## src/rtl/riscv_memory_pkg.sv

```systemverilog
// Shared types and constants for the RV32I memory stage: data width, funct3 access codes,
// writeback source encodings, FSM states and the pipeline register layouts.
package riscv_memory_pkg;

    localparam int XLEN = 32;

    typedef enum logic [2:0] {
        F3_B  = 3'b000,
        F3_H  = 3'b001,
        F3_W  = 3'b010,
        F3_BU = 3'b100,
        F3_HU = 3'b101
    } funct3_e;

    typedef enum logic [1:0] {
        RES_ALU  = 2'b00,
        RES_LOAD = 2'b01,
        RES_PC4  = 2'b10
    } result_src_e;

    typedef enum logic {
        M_IDLE = 1'b0,
        M_WAIT = 1'b1
    } mem_state_e;

    typedef struct packed {
        logic            valid;
        logic [XLEN-1:0] alu_result;
        logic [XLEN-1:0] write_data;
        logic [XLEN-1:0] pc_plus4;
        logic [4:0]      rd;
        logic            reg_write;
        logic            mem_read;
        logic            mem_write;
        logic [2:0]      funct3;
        logic [1:0]      result_src;
    } ex_mem_t;

    typedef struct packed {
        logic            valid;
        logic            reg_write;
        logic [4:0]      rd;
        logic [1:0]      result_src;
        logic [XLEN-1:0] alu_result;
        logic [XLEN-1:0] read_data;
        logic [XLEN-1:0] pc_plus4;
    } mem_wb_t;

endpackage

```

## src/rtl/riscv_load_store_align.sv

```systemverilog
// Combinational byte-lane steering: store enables/replication, load lane select with
// sign/zero extension, and alignment check for the access width.
module riscv_load_store_align
    import riscv_memory_pkg::*;
(
    input  logic [2:0]      funct3,
    input  logic [1:0]      addr_lo,
    input  logic [XLEN-1:0] store_data,
    input  logic [XLEN-1:0] rdata,
    output logic [3:0]      be,
    output logic [XLEN-1:0] wdata,
    output logic [XLEN-1:0] load_data,
    output logic            misalign
);

    logic            is_byte;
    logic            is_half;
    logic            is_unsigned;
    logic [XLEN-1:0] shifted;
    logic [3:0][7:0] wlane;

    always_comb begin
        is_byte = 1'b0;
        is_half = 1'b0;
        case (funct3)
            F3_B, F3_BU: is_byte = 1'b1;
            F3_H, F3_HU: is_half = 1'b1;
            default:     ;
        endcase
    end

    assign is_unsigned = funct3[2];

    always_comb begin
        be       = 4'b1111;
        misalign = 1'b0;
        if (is_byte) begin
            be = 4'b0001 << addr_lo;
        end else if (is_half) begin
            be       = 4'b0011 << addr_lo;
            misalign = addr_lo[0];
        end else begin
            misalign = (addr_lo != 2'b00);
        end
    end

    // Each lane carries the store byte it would hold for any legal offset of this width.
    genvar gi;
    generate
        for (gi = 0; gi < 4; gi++) begin : g_lane
            assign wlane[gi] = is_byte ? store_data[7:0] :
                               is_half ? store_data[(gi % 2) * 8 +: 8] :
                                         store_data[gi * 8 +: 8];
        end
    endgenerate

    assign wdata   = wlane;
    assign shifted = rdata >> {addr_lo, 3'b000};

    always_comb begin
        if (is_byte) begin
            load_data = {{24{shifted[7] & ~is_unsigned}}, shifted[7:0]};
        end else if (is_half) begin
            load_data = {{16{shifted[15] & ~is_unsigned}}, shifted[15:0]};
        end else begin
            load_data = rdata;
        end
    end

endmodule

```

## src/rtl/riscv_memory.sv

```systemverilog
// RV32I memory stage: EX/MEM and MEM/WB registers, a two-state access FSM with a bus
// timeout, and a ready-handshaked data-memory port.
module riscv_memory
    import riscv_memory_pkg::*;
#(
    parameter int TIMEOUT_CYCLES = 16
) (
    input  logic            i_clk,
    input  logic            i_rstn,
    input  logic            i_valid_e,
    input  logic [XLEN-1:0] i_alu_result_e,
    input  logic [XLEN-1:0] i_write_data_e,
    input  logic [XLEN-1:0] i_pc_plus4_e,
    input  logic [4:0]      i_rd_e,
    input  logic            i_reg_write_e,
    input  logic            i_mem_read_e,
    input  logic            i_mem_write_e,
    input  logic [2:0]      i_funct3_e,
    input  logic [1:0]      i_result_src_e,
    output logic [XLEN-1:0] o_alu_result_m,
    output logic [4:0]      o_rd_m,
    output logic            o_reg_write_m,
    output logic            o_stall_m,
    output logic            o_misalign_m,
    output logic            o_bus_err_m,
    output logic            o_dmem_req,
    output logic            o_dmem_we,
    output logic [XLEN-1:0] o_dmem_addr,
    output logic [3:0]      o_dmem_be,
    output logic [XLEN-1:0] o_dmem_wdata,
    input  logic            i_dmem_ready,
    input  logic [XLEN-1:0] i_dmem_rdata,
    output logic            o_valid_w,
    output logic            o_reg_write_w,
    output logic [4:0]      o_rd_w,
    output logic [1:0]      o_result_src_w,
    output logic [XLEN-1:0] o_alu_result_w,
    output logic [XLEN-1:0] o_read_data_w,
    output logic [XLEN-1:0] o_pc_plus4_w
);

    localparam int CNT_W = $clog2(TIMEOUT_CYCLES + 1);

    ex_mem_t         ex_mem_reg, ex_mem_next;
    mem_wb_t         mem_wb_reg, mem_wb_next;
    mem_state_e      state_reg, state_next;
    logic [CNT_W-1:0] wait_cnt_reg, wait_cnt_next;

    logic            mem_op;
    logic            misalign;
    logic            timed_out;
    logic            req;
    logic            stall;
    logic            misalign_pulse;
    logic            bus_err;
    logic            retire;
    logic [3:0]      be;
    logic [XLEN-1:0] wdata;
    logic [XLEN-1:0] load_data;

    riscv_load_store_align u_align (
        .funct3     (ex_mem_reg.funct3),
        .addr_lo    (ex_mem_reg.alu_result[1:0]),
        .store_data (ex_mem_reg.write_data),
        .rdata      (i_dmem_rdata),
        .be         (be),
        .wdata      (wdata),
        .load_data  (load_data),
        .misalign   (misalign)
    );

    assign mem_op    = ex_mem_reg.valid & (ex_mem_reg.mem_read | ex_mem_reg.mem_write);
    assign timed_out = (state_reg == M_WAIT) && (wait_cnt_reg == CNT_W'(TIMEOUT_CYCLES));

    // FSM: state register
    always_ff @(posedge i_clk) begin
        if (!i_rstn) begin
            state_reg    <= M_IDLE;
            wait_cnt_reg <= '0;
        end else begin
            state_reg    <= state_next;
            wait_cnt_reg <= wait_cnt_next;
        end
    end

    // FSM: next state; the counter holds the number of unready cycles seen so far
    always_comb begin
        state_next    = state_reg;
        wait_cnt_next = wait_cnt_reg;
        case (state_reg)
            M_IDLE: begin
                if (stall) begin
                    state_next    = M_WAIT;
                    wait_cnt_next = CNT_W'(1);
                end
            end
            M_WAIT: begin
                if (timed_out || !stall) begin
                    state_next    = M_IDLE;
                    wait_cnt_next = '0;
                end else begin
                    wait_cnt_next = wait_cnt_reg + CNT_W'(1);
                end
            end
            default: begin
                state_next    = M_IDLE;
                wait_cnt_next = '0;
            end
        endcase
    end

    // FSM: outputs
    always_comb begin
        req            = mem_op & ~misalign & ~timed_out;
        stall          = req & ~i_dmem_ready;
        misalign_pulse = mem_op & misalign;
        bus_err        = mem_op & timed_out;
    end

    always_comb begin
        ex_mem_next            = ex_mem_reg;
        ex_mem_next.valid      = i_valid_e;
        ex_mem_next.alu_result = i_alu_result_e;
        ex_mem_next.write_data = i_write_data_e;
        ex_mem_next.pc_plus4   = i_pc_plus4_e;
        ex_mem_next.rd         = i_rd_e;
        ex_mem_next.reg_write  = i_reg_write_e;
        ex_mem_next.mem_read   = i_mem_read_e;
        ex_mem_next.mem_write  = i_mem_write_e;
        ex_mem_next.funct3     = i_funct3_e;
        ex_mem_next.result_src = i_result_src_e;
    end

    always_ff @(posedge i_clk) begin
        if (!i_rstn) begin
            ex_mem_reg <= '0;
        end else if (!stall) begin
            ex_mem_reg <= ex_mem_next;
        end
    end

    // Stalled, misaligned and timed-out slots all leave as bubbles
    assign retire = ex_mem_reg.valid & ~stall & ~misalign_pulse & ~bus_err;

    always_comb begin
        mem_wb_next.valid      = retire;
        mem_wb_next.reg_write  = retire & ex_mem_reg.reg_write;
        mem_wb_next.rd         = ex_mem_reg.rd;
        mem_wb_next.result_src = ex_mem_reg.result_src;
        mem_wb_next.alu_result = ex_mem_reg.alu_result;
        mem_wb_next.read_data  = ex_mem_reg.mem_read ? load_data : '0;
        mem_wb_next.pc_plus4   = ex_mem_reg.pc_plus4;
    end

    always_ff @(posedge i_clk) begin
        if (!i_rstn) begin
            mem_wb_reg <= '0;
        end else begin
            mem_wb_reg <= mem_wb_next;
        end
    end

    assign o_alu_result_m = ex_mem_reg.alu_result;
    assign o_rd_m         = ex_mem_reg.rd;
    assign o_reg_write_m  = ex_mem_reg.reg_write & ex_mem_reg.valid;
    assign o_stall_m      = stall;
    assign o_misalign_m   = misalign_pulse;
    assign o_bus_err_m    = bus_err;

    assign o_dmem_req     = req;
    assign o_dmem_we      = ex_mem_reg.mem_write;
    assign o_dmem_addr    = {ex_mem_reg.alu_result[XLEN-1:2], 2'b00};
    assign o_dmem_be      = be;
    assign o_dmem_wdata   = wdata;

    assign o_valid_w      = mem_wb_reg.valid;
    assign o_reg_write_w  = mem_wb_reg.reg_write;
    assign o_rd_w         = mem_wb_reg.rd;
    assign o_result_src_w = mem_wb_reg.result_src;
    assign o_alu_result_w = mem_wb_reg.alu_result;
    assign o_read_data_w  = mem_wb_reg.read_data;
    assign o_pc_plus4_w   = mem_wb_reg.pc_plus4;

endmodule
```

## config.mk

```make
export PLATFORM = sky130hd
export DESIGN_NAME = riscv_memory
export DESIGN_NICKNAME = d
export VERILOG_FILES = /design/src/rtl/riscv_memory_pkg.sv /design/src/rtl/riscv_load_store_align.sv /design/src/rtl/riscv_memory.sv
export SDC_FILE = /design/constraint.sdc
export NUM_CORES = 1
export LEC_CHECK = 0
export ABC_AREA = 0
export CORE_MARGIN = 10
export CORE_UTILIZATION = 30
export DETAILED_ROUTE_END_ITERATION = 6
export GPL_ROUTABILITY_DRIVEN = 0
export RECOVER_POWER = 100
export SETUP_SLACK_MARGIN = 0.3
export SYNTH_ARGS = -nofsm -noshare
export SYNTH_HDL_FRONTEND = slang
export SYNTH_HIERARCHICAL = 1
export SYNTH_SLANG_ARGS = --single-unit
```

## constraint.sdc

```tcl
create_clock -name i_clk -period 3.2 [get_ports i_clk]
set_input_delay 0.32 -clock i_clk [delete_from_list [all_inputs] [get_ports i_clk]]
set_output_delay 0.32 -clock i_clk [all_outputs]
set_load 0.1 [all_outputs]
```

Word level (Yosys, flattened, before mapping)
Cells that the tools add are included.
{ "op_classes": {"n_shift": 3, "mul": 0, "reduce_logical": 8, "n_addsub": 1, "n_eq_ne": 5, "bitwise_logic": 22, "n_mux": 19, "n_lt_le_gt_ge": 0, "n_div": 0} }
{ "ops": {"columns": ["operator", "count"], "rows": [
  ["$mux 32", 2],
  ["$mux 8", 5],
  ["$shr 32x5->16", 1],
  ["$and 1x1->1", 13],
  ["$mux 5", 2],
  ["$pmux 5 s2", 1],
  ["$mux 4", 2],
  ["$not 1->1", 8],
  ["$eq 3x3->1 const B", 2],
  ["$mux 1", 6],
  ["$add 5x1->5 const B", 1],
  ["$eq 5x5->1 const B", 1],
  ["$reduce_or 2->1", 2],
  ["$shl 1x2->4 const A", 1],
  ["$shl 2x2->4 const A", 1],
  ["$eq 3x1->1 const B", 1],
  ["$logic_not 3->1", 1],
  ["$ne 2x2->1 const B", 1],
  ["$pmux 1 s2", 1],
  ["$reduce_and 2->1", 1],
  ["$reduce_bool 2->1", 1],
  ["$logic_and 1x1->1", 1],
  ["$logic_not 1->1", 1],
  ["$logic_or 1x1->1", 1],
  ["$or 1x1->1", 1]
]} }
{ "totals": {"mem_bits_ro": 0, "mem_count": 0, "latchBits": 0, "ff_bits": 221, "elab_cells": 77, "ramBits": 0, "output_inout_bits": 216, "input_bits": 145} }

Logic depth before layout (Yosys ltp)
Gate-level depths: netlist of the first run.
{ "logic_depth": {"ltp_word": 14, "mapped_depth": 12, "depth_no_buf": 6} }

Hierarchy
The synthesis of the first run kept the hierarchy.
{ "by_module_without_submodules": {"columns": ["mod", "seq_area_each_um2", "cells_per_inst", "area_per_inst_um2", "n_inst"], "rows": [
  ["riscv_memory", 4424.2, 816, 7442.1, 1],
  ["riscv_load_store_align", 0.0, 215, 1535.2, 1]
]} }

Least setup slack after synthesis of the first run
No wires, ideal clock.
{ "synth_timing": {"path_type": "register to output", "from": "reg ex_mem_reg[2] (netlist bit)", "to": "out o_dmem_wdata[26]", "t_arrival_ns": 2.876, "setup_slack_ns": 0.004, "stages_incl_launch_ff": 5, "path_buffers": 2, "cell_sequence": "dfxtp_1 -> buf_6 -> buf_2 -> mux2i_1 -> o21ai_0"} }
{ "synth_between": {"elab_chain_cells": 5, "elab_cells_between_ends": 10} }
{ "synth_lines": {"columns": ["item", "line_no", "text"], "rows": [
  ["start: declaration", "riscv_memory.sv:44", "ex_mem_t ex_mem_reg, ex_mem_next;"],
  ["start signal: assignment", "riscv_memory.sv:138", "ex_mem_reg <= ex_mem_next;"],
  ["$eq 3x1->1 or $eq 3x3->1 (tied branches)", "riscv_load_store_align.sv:25", "case (funct3)"],
  ["$reduce_or 2->1", "riscv_load_store_align.sv:25", null],
  ["$mux 1", "riscv_load_store_align.sv:25", null],
  ["$mux 8", "riscv_load_store_align.sv:52", "is_half ? store_data[(gi % 2) * 8 +: 8] :"],
  ["$mux 8 (*)", "riscv_load_store_align.sv:51", "assign wlane[gi] = is_byte ? store_data[7:0] :"],
  ["end: declaration", "riscv_memory.sv:30", "output logic [XLEN-1:0] o_dmem_wdata,"]
]} }
Mark *: on every way between the ends. The rest lies on a longest branch, timed or not.

Worst setup path after layout of the first run
{ "layout_timing": {"from": "reg ex_mem_reg[3] (netlist bit)", "to": "out o_dmem_wdata[14]"} }
{ "layout_between": {"elab_chain_cells": 4, "elab_cells_between_ends": 5} }
{ "layout_lines": {"columns": ["item", "line_no"], "rows": [
  ["$eq 3x3->1 or $logic_not 3->1 (tied branches)", "riscv_load_store_align.sv:25"],
  ["$reduce_or 2->1 (*)", "riscv_load_store_align.sv:25"],
  ["$mux 1 (*)", "riscv_load_store_align.sv:25"],
  ["$mux 8 (*)", "riscv_load_store_align.sv:51"]
]} }
Marked as above.

==> results of run 1 <==
[routing by layer]
metal / vias up / wire [µm] / GRT usage [%]
met1: 3531 / 11140 / 16.26
met3: 42 / 3196 / 5.971
met2: 262 / 13740 / 24.13
met4: 6 / 566 / 3.728
met5: - / 34 / 0
li1: 3865 / - / -
[critical path, cell delays in order (launching register included)]
cell and delay, ns:
dfxtp_1 0.44, buf_4 0.28, nor2_2 0.54, mux2_2 0.40, clkbuf_2 0.39
[what timing repair did]
item / CTS / global route
gates resized for setup: 1 / 0
hold buffers: 0 / 0
endpoints found under the setup margin: 1 / 0
[final timing paths]
| path | slack (ns) | endpoint | from | depth (start not counted) |
|---|---|---|---|---|
| max | 0.29 | o_dmem_wdata[14] | ex_mem_reg[3] | 4 |
| min | 0.27 | ex_mem_reg[68] | i_rstn | 3 |
| min reg2reg | 0.42 | o_pc_plus4_w[4] | ex_mem_reg[17] | 2 |
| max reg2reg | 0.50 | o_read_data_w[19] | o_alu_result_m[1] | 5 |
[power breakdown]
part	internal [mW]	switching (mW)
registers	2.90	0.0693
logic	0.491	1.49
clock network	1.70	1.12
total	5.09	2.68
[stage by stage]
step | hold WS, ns | power (mW) | std cells | utilization, % | area (µm²)
after floorplan | 0.3996 | 4.586 | 1032 | - | 8987
after global placement | 0.4063 | 5.090 | 1639 | 41.22 | 12180
after detailed placement | 0.4124 | 5.101 | 1639 | 41.22 | 12180
after CTS | 0.2541 | 7.980 | 1685 | 44.02 | 13010
after global routing | 0.2910 | 8.099 | 1685 | 43.53 | 12870
final | 0.2682 | 7.770 | 1686 | 43.54 | 12870
[cell usage in the layout, fill, tap and decap left out, types with 14 or more instances in the layout]
| cell type | instances |
|---|---|
| a21oi_1 | 18 |
| and3_1 | 32 |
| buf_4 | 15 |
| clkbuf_1 | 19 |
| clkbuf_16 | 25 |
| clkbuf_2 | 17 |
| clkdlybuf4s50_1 | 143 |
| dfxtp_1 | 220 |
| dlygate4sd3_1 | 178 |
| inv_1 | 86 |
| mux2_2 | 16 |
| nand2_1 | 141 |
| nand3_1 | 110 |
| nand3b_1 | 14 |
| o21ai_0 | 114 |
[layout make-up]
class                      count  area, µm²  share of cell area (%)
sequential                   221       4425                   34.39
timing repair buffer         373       3568                   27.73
multi-input combinational    568       3234                   25.13
clock buffer                  39      758.2                   5.892
tap                          390      488.0                   3.792
inverter                      87      326.6                   2.537
clock inverter                 7      66.31                  0.5153
antenna                        1      2.502                 0.01944
[kinds of logic after synthesis]
family	after synthesis	share of synthesized area [%]
AOI/OAI and AO/OA	174	11.16
buffers and inverters	243	14.79
and+or+nand+nor	354	20.03
muxes	29	3.568
DFF	221	49.28
other	1	0.04177
adders and majority gates	6	0.8362
xor gates and xnor gates	3	0.2927
==> results.json, run 1 <==
{
  "syn-cell-area_mm2": 0.008977,
  "fin_skew_ns": 0.01633,
  "area_delta_synth_final_pct": 43.36,
  "synth_common_cells": "dfxtp_1, nand2_1, nand3_1",
  "cts_tree": "done",
  "fin_crit_sh_pct": 90.83,
  "cp.required_ns": 2.88,
  "die_y_um": 193.0,
  "place_ws_ns": 0.7754,
  "max_freq_ghz": 0.3441,
  "root_buffer": "clkbuf_16",
  "design.portCount": 361,
  "path_clk_slew_ns": 0.06,
  "final.fill_count": 2988,
  "violations": "capacitance limit, slew limit",
  "antenna_found_initial": 4,
  "report.final.setup_viol": 0,
  "drc": 0,
  "yosys.cell_types.count": 44,
  "htree_levels": 1,
  "p_per_area_mw_per_mm2": 603.7,
  "synthFlopType": "dfxtp_1",
  "die-area_mm2": 0.03724,
  "wl_per_cell_um": 17.01,
  "power.leakage_nw": 6.034,
  "synth_warnings": 6,
  "cp-start-kind": "flip-flop",
  "clockBufferDepth": 3,
  "row_count": 63,
  "ys_seq_elements": 221,
  "grt_max_degree": 94,
  "fin_nets": 1427,
  "grt_pass1_wl_mm": 42.50,
  "wirelength_mm": 28.68,
  "synth-edff-count": 0,
  "fin_ws_ns": 0.2935,
  "maxCapViolCount": 2,
  "worst_slew_pin_slew_ns": 1.777,
  "core_mm2": 0.02956,
  "portBuffers": 358,
  "peakVddDrop_v": 0.0003546,
  "yosysSeqAreaShare_pct": 49.28,
  "clock_sinks": 221,
  "synth_top_area_share_pct": 49.28,
  "grt_pass1_vias": 7388,
  "fin_crit_ns": 2.907,
  "rsz0062_at_grt": "no",
  "clk_latency_ns": 0.52,
  "drtPass1Iterations": 5,
  "cp-end-kind": "output pin",
  "yosys.area.top_type": "dfxtp_1",
  "ys_top_cells_by_area": "dfxtp_1, buf_4, nand3_1, nand2_1, inv_1",
  "hold_viol_final": 0,
  "syn_area_per_cell_um2": 8.707,
  "critPathMaxFanout": 20,
  "dp_hpwl_mm": 21.29,
  "vias": 7706,
  "syn_inst": 1031,
  "chipWidth_um": 193.0,
  "run_status": "finished, violations left",
  "final_antenna_net_count": 0,
  "synth.most_common_cell": "dfxtp_1",
  "postCtsSetupBuffers": 0,
  "largest_reg_flops": 72,
  "slew_headroom_pct": -18.46,
  "drt-initial-drc-count": 493,
  "drv_slew": 126,
  "drt-vias-per-instance": 4.571,
  "cts_inserted_buffers": 25,
  "crit_arrival_ns": 2.59,
  "worstSetupPathType": "reg -> out",
  "drive_gt1_share_pct": 8.880,
  "finalSetupTns_ns": 0,
  "hp-class": "in -> reg",
  "grt_remaining_overflow": 0,
  "start_util_pct": 30.37,
  "synthArstFlopShare_pct": 0,
  "grtUsageTotal_pct": 14.25
}
Power figures use the tool's default switching activity.
==> inputs of run 2 (changes only) <==
--- a/config.mk
+++ b/config.mk
@@ -10,6 +10,7 @@
 export CORE_UTILIZATION = 30
 export DETAILED_ROUTE_END_ITERATION = 6
 export GPL_ROUTABILITY_DRIVEN = 0
+export GPL_TIMING_DRIVEN = 0
 export RECOVER_POWER = 100
 export SETUP_SLACK_MARGIN = 0.3
 export SYNTH_ARGS = -nofsm -noshare
==> results.json, run 2 (synthesis gave the netlist of run 1 again) <==
{
  "finalSetupTns_ns": 0,
  "cts_inserted_buffers": 25,
  "core_mm2": 0.02956,
  "holdPathEnd": "o_alu_result_m[0]",
  "cp_top_family": "buffers and inverters",
  "seq_area_mm2": 0.004427,
  "antenna_found_initial": 3,
  "hold_viol_final": 0,
  "r2r_cells": 7,
  "rsz0062_at_grt": "yes",
  "grt_max_degree": 14,
  "run_status": "completed",
  "critPathMaxFanout": 10,
  "final_util_pct": 47.15,
  "clock_sinks": 221,
  "design.portCount": 361,
  "drv_slew": 0,
  "hp-class": "in -> reg",
  "fin_skew_ns": 0.007732,
  "grt_remaining_overflow": 0,
  "reg2reg_from": "o_alu_result_m[1]",
  "drtPass1Iterations": 6,
  "final_antenna_net_count": 0,
  "maxCapViolCount": 0,
  "chipWidth_um": 193.0,
  "worst_r2r_endpoint": "o_read_data_w[30]",
  "hold_start": "i_rstn",
  "slowest_delay_ns": 0.42,
  "drc": 0,
  "clk_latency_ns": 0.52,
  "cts_tree": "done",
  "die-area_mm2": 0.03724,
  "row_count": 63,
  "slew_headroom_pct": 15.62,
  "final.fill_count": 2927,
  "drt-initial-drc-count": 508,
  "die_y_um": 193.0,
  "fin_ws_ns": 0.2364,
  "grt_pass1_vias": 8173,
  "largest_reg_flops": 72,
  "cts_hold_buf": 0,
  "wl_per_cell_um": 18.64,
  "dp_hpwl_mm": 26.31,
  "final_cell_mix": "dfxtp_1, dlygate4sd3_1, clkdlybuf4s50_1",
  "rrSetupSlack_ns": 0.35,
  "fin_crit_sh_pct": 92.61,
  "path_common_cell": "buf_12",
  "cp.required_ns": 2.88,
  "report.final.setup_viol": 0,
  "cp_slowest_cell": "a2111o_1",
  "grtUsageTotal_pct": 17.06,
  "cp-end-kind": "output pin",
  "fin_crit_ns": 2.964,
  "worstSetupPathType": "reg -> out",
  "peakVddDrop_v": 0.0003460,
  "grt_pass1_wl_mm": 49.49,
  "vias": 8451,
  "dp_cells": 1779,
  "hold_depth": 3,
  "crit_buf_inv": 8,
  "portBuffers": 357,
  "place_ws_ns": -0.9931,
  "fin_nets": 1579,
  "clockBufferDepth": 3,
  "wirelength_mm": 34.27,
  "path_cells": "buf_8, buf_6, buf_8, inv_4, ha_1, o22ai_4, a2111o_1, buf_12, buf_12, inv_4, buf_12",
  "root_buffer": "clkbuf_16",
  "crit_arrival_ns": 2.64,
  "path_clk_slew_ns": 0.06,
  "worst_slew_pin_slew_ns": 1.271,
  "drt-vias-per-instance": 4.598,
  "finalNonFillerCells": 1838,
  "start_util_pct": 30.37,
  "layout_commonest_cell": "dfxtp_1",
  "cp-start-kind": "flip-flop",
  "p_per_area_mw_per_mm2": 573.9,
  "max_freq_ghz": 0.3374,
  "multiInputGateArea_mm2": 0.003226,
  "finalPower_mw": 7.998,
  "area_delta_synth_final_pct": 55.25,
  "htree_levels": 1,
  "power.leakage_nw": 6.612,
  "drive_gt1_share_pct": 14.51
}
-- run 2: changes by cell type in the layout (fill, tap and decap cells not counted), sizes merged --
cell	delta
bufinv	+1
clkinv	+1
clkinvlp	+1
clkbuf	+27
dlygate4sd2	+3
dlymetal6s2s	-1
inv	+1
clkdlybuf4s15	+12
buf	+103
dlygate4sd3	+4
-- run 2: final cells by class --
type                       instances  area share [%]
multi-input combinational        568           23.14
timing repair buffer             369           25.88
clock inverter                    11          0.8439
inverter                          87           2.397
antenna                            1         0.01795
buffer                           156           7.263
clock buffer                      35           5.189
sequential                       221           31.76
tap                              390           3.501
-- run 2: metal layers --
layer / part of all wire [%] / wire, µm / track usage (%) / vias to the layer above
li1: - / - / - / 4165
met1: 40 / 13550 / 20.38 / 3909
met2: 47 / 16200 / 28.51 / 315
met3: 11 / 3706 / 6.151 / 58
met4: 2.3 / 780 / 4.438 / 4
met5: 0.096 / 33 / 0 / -
-- run 2: worst max-delay path by stage --
| stage | from | to | slack [ns] | cells after the start |
|---|---|---|---|---|
| floorplan | ex_mem_reg[3] | o_dmem_wdata[24] | 0.1 | 3 |
| global route | o_alu_result_m[1] | o_stall_m | 0.16 | 11 |
| finish | o_alu_result_m[1] | o_stall_m | 0.24 | 11 |
| CTS | o_alu_result_m[1] | o_stall_m | 0.05 | 11 |
| detailed placement | o_alu_result_m[1] | o_stall_m | -0.99 | 11 |
| global placement | o_alu_result_m[1] | o_stall_m | -0.94 | 11 |
-- run 2: through the flow --
step / hold slack [ns] / area [µm²]
floorplan: 0.3996 / 8987
global placement: 0.4118 / 13050
detailed placement: 0.4186 / 13050
CTS: 0.2441 / 13940
global route: 0.2909 / 13930
finish: 0.2886 / 13940
-- run 2: timing repair --
item                                    in CTS  in global routing
resized for setup                          152                 22
endpoints found under the setup margin     145                 23
pin swaps                                    1                  1
buffers inserted                             1                 11
-- run 2: where the power goes --
part | switching [mW] | internal (mW) | total (mW)
clock network | 1.14 | 1.74 | 2.88
logic | 1.55 | 0.596 | 2.15
registers | 0.0721 | 2.90 | 2.97
total | 2.77 | 5.23 | 8.00
-- run 2: worst register-to-register path: cells and delay by family (launching register included) --
family	cells	cell delay, ns
flops	1	0.48
simple gates	2	0.38
buf+inv	3	0.84
mux	1	0.35
compound gates	1	0.69
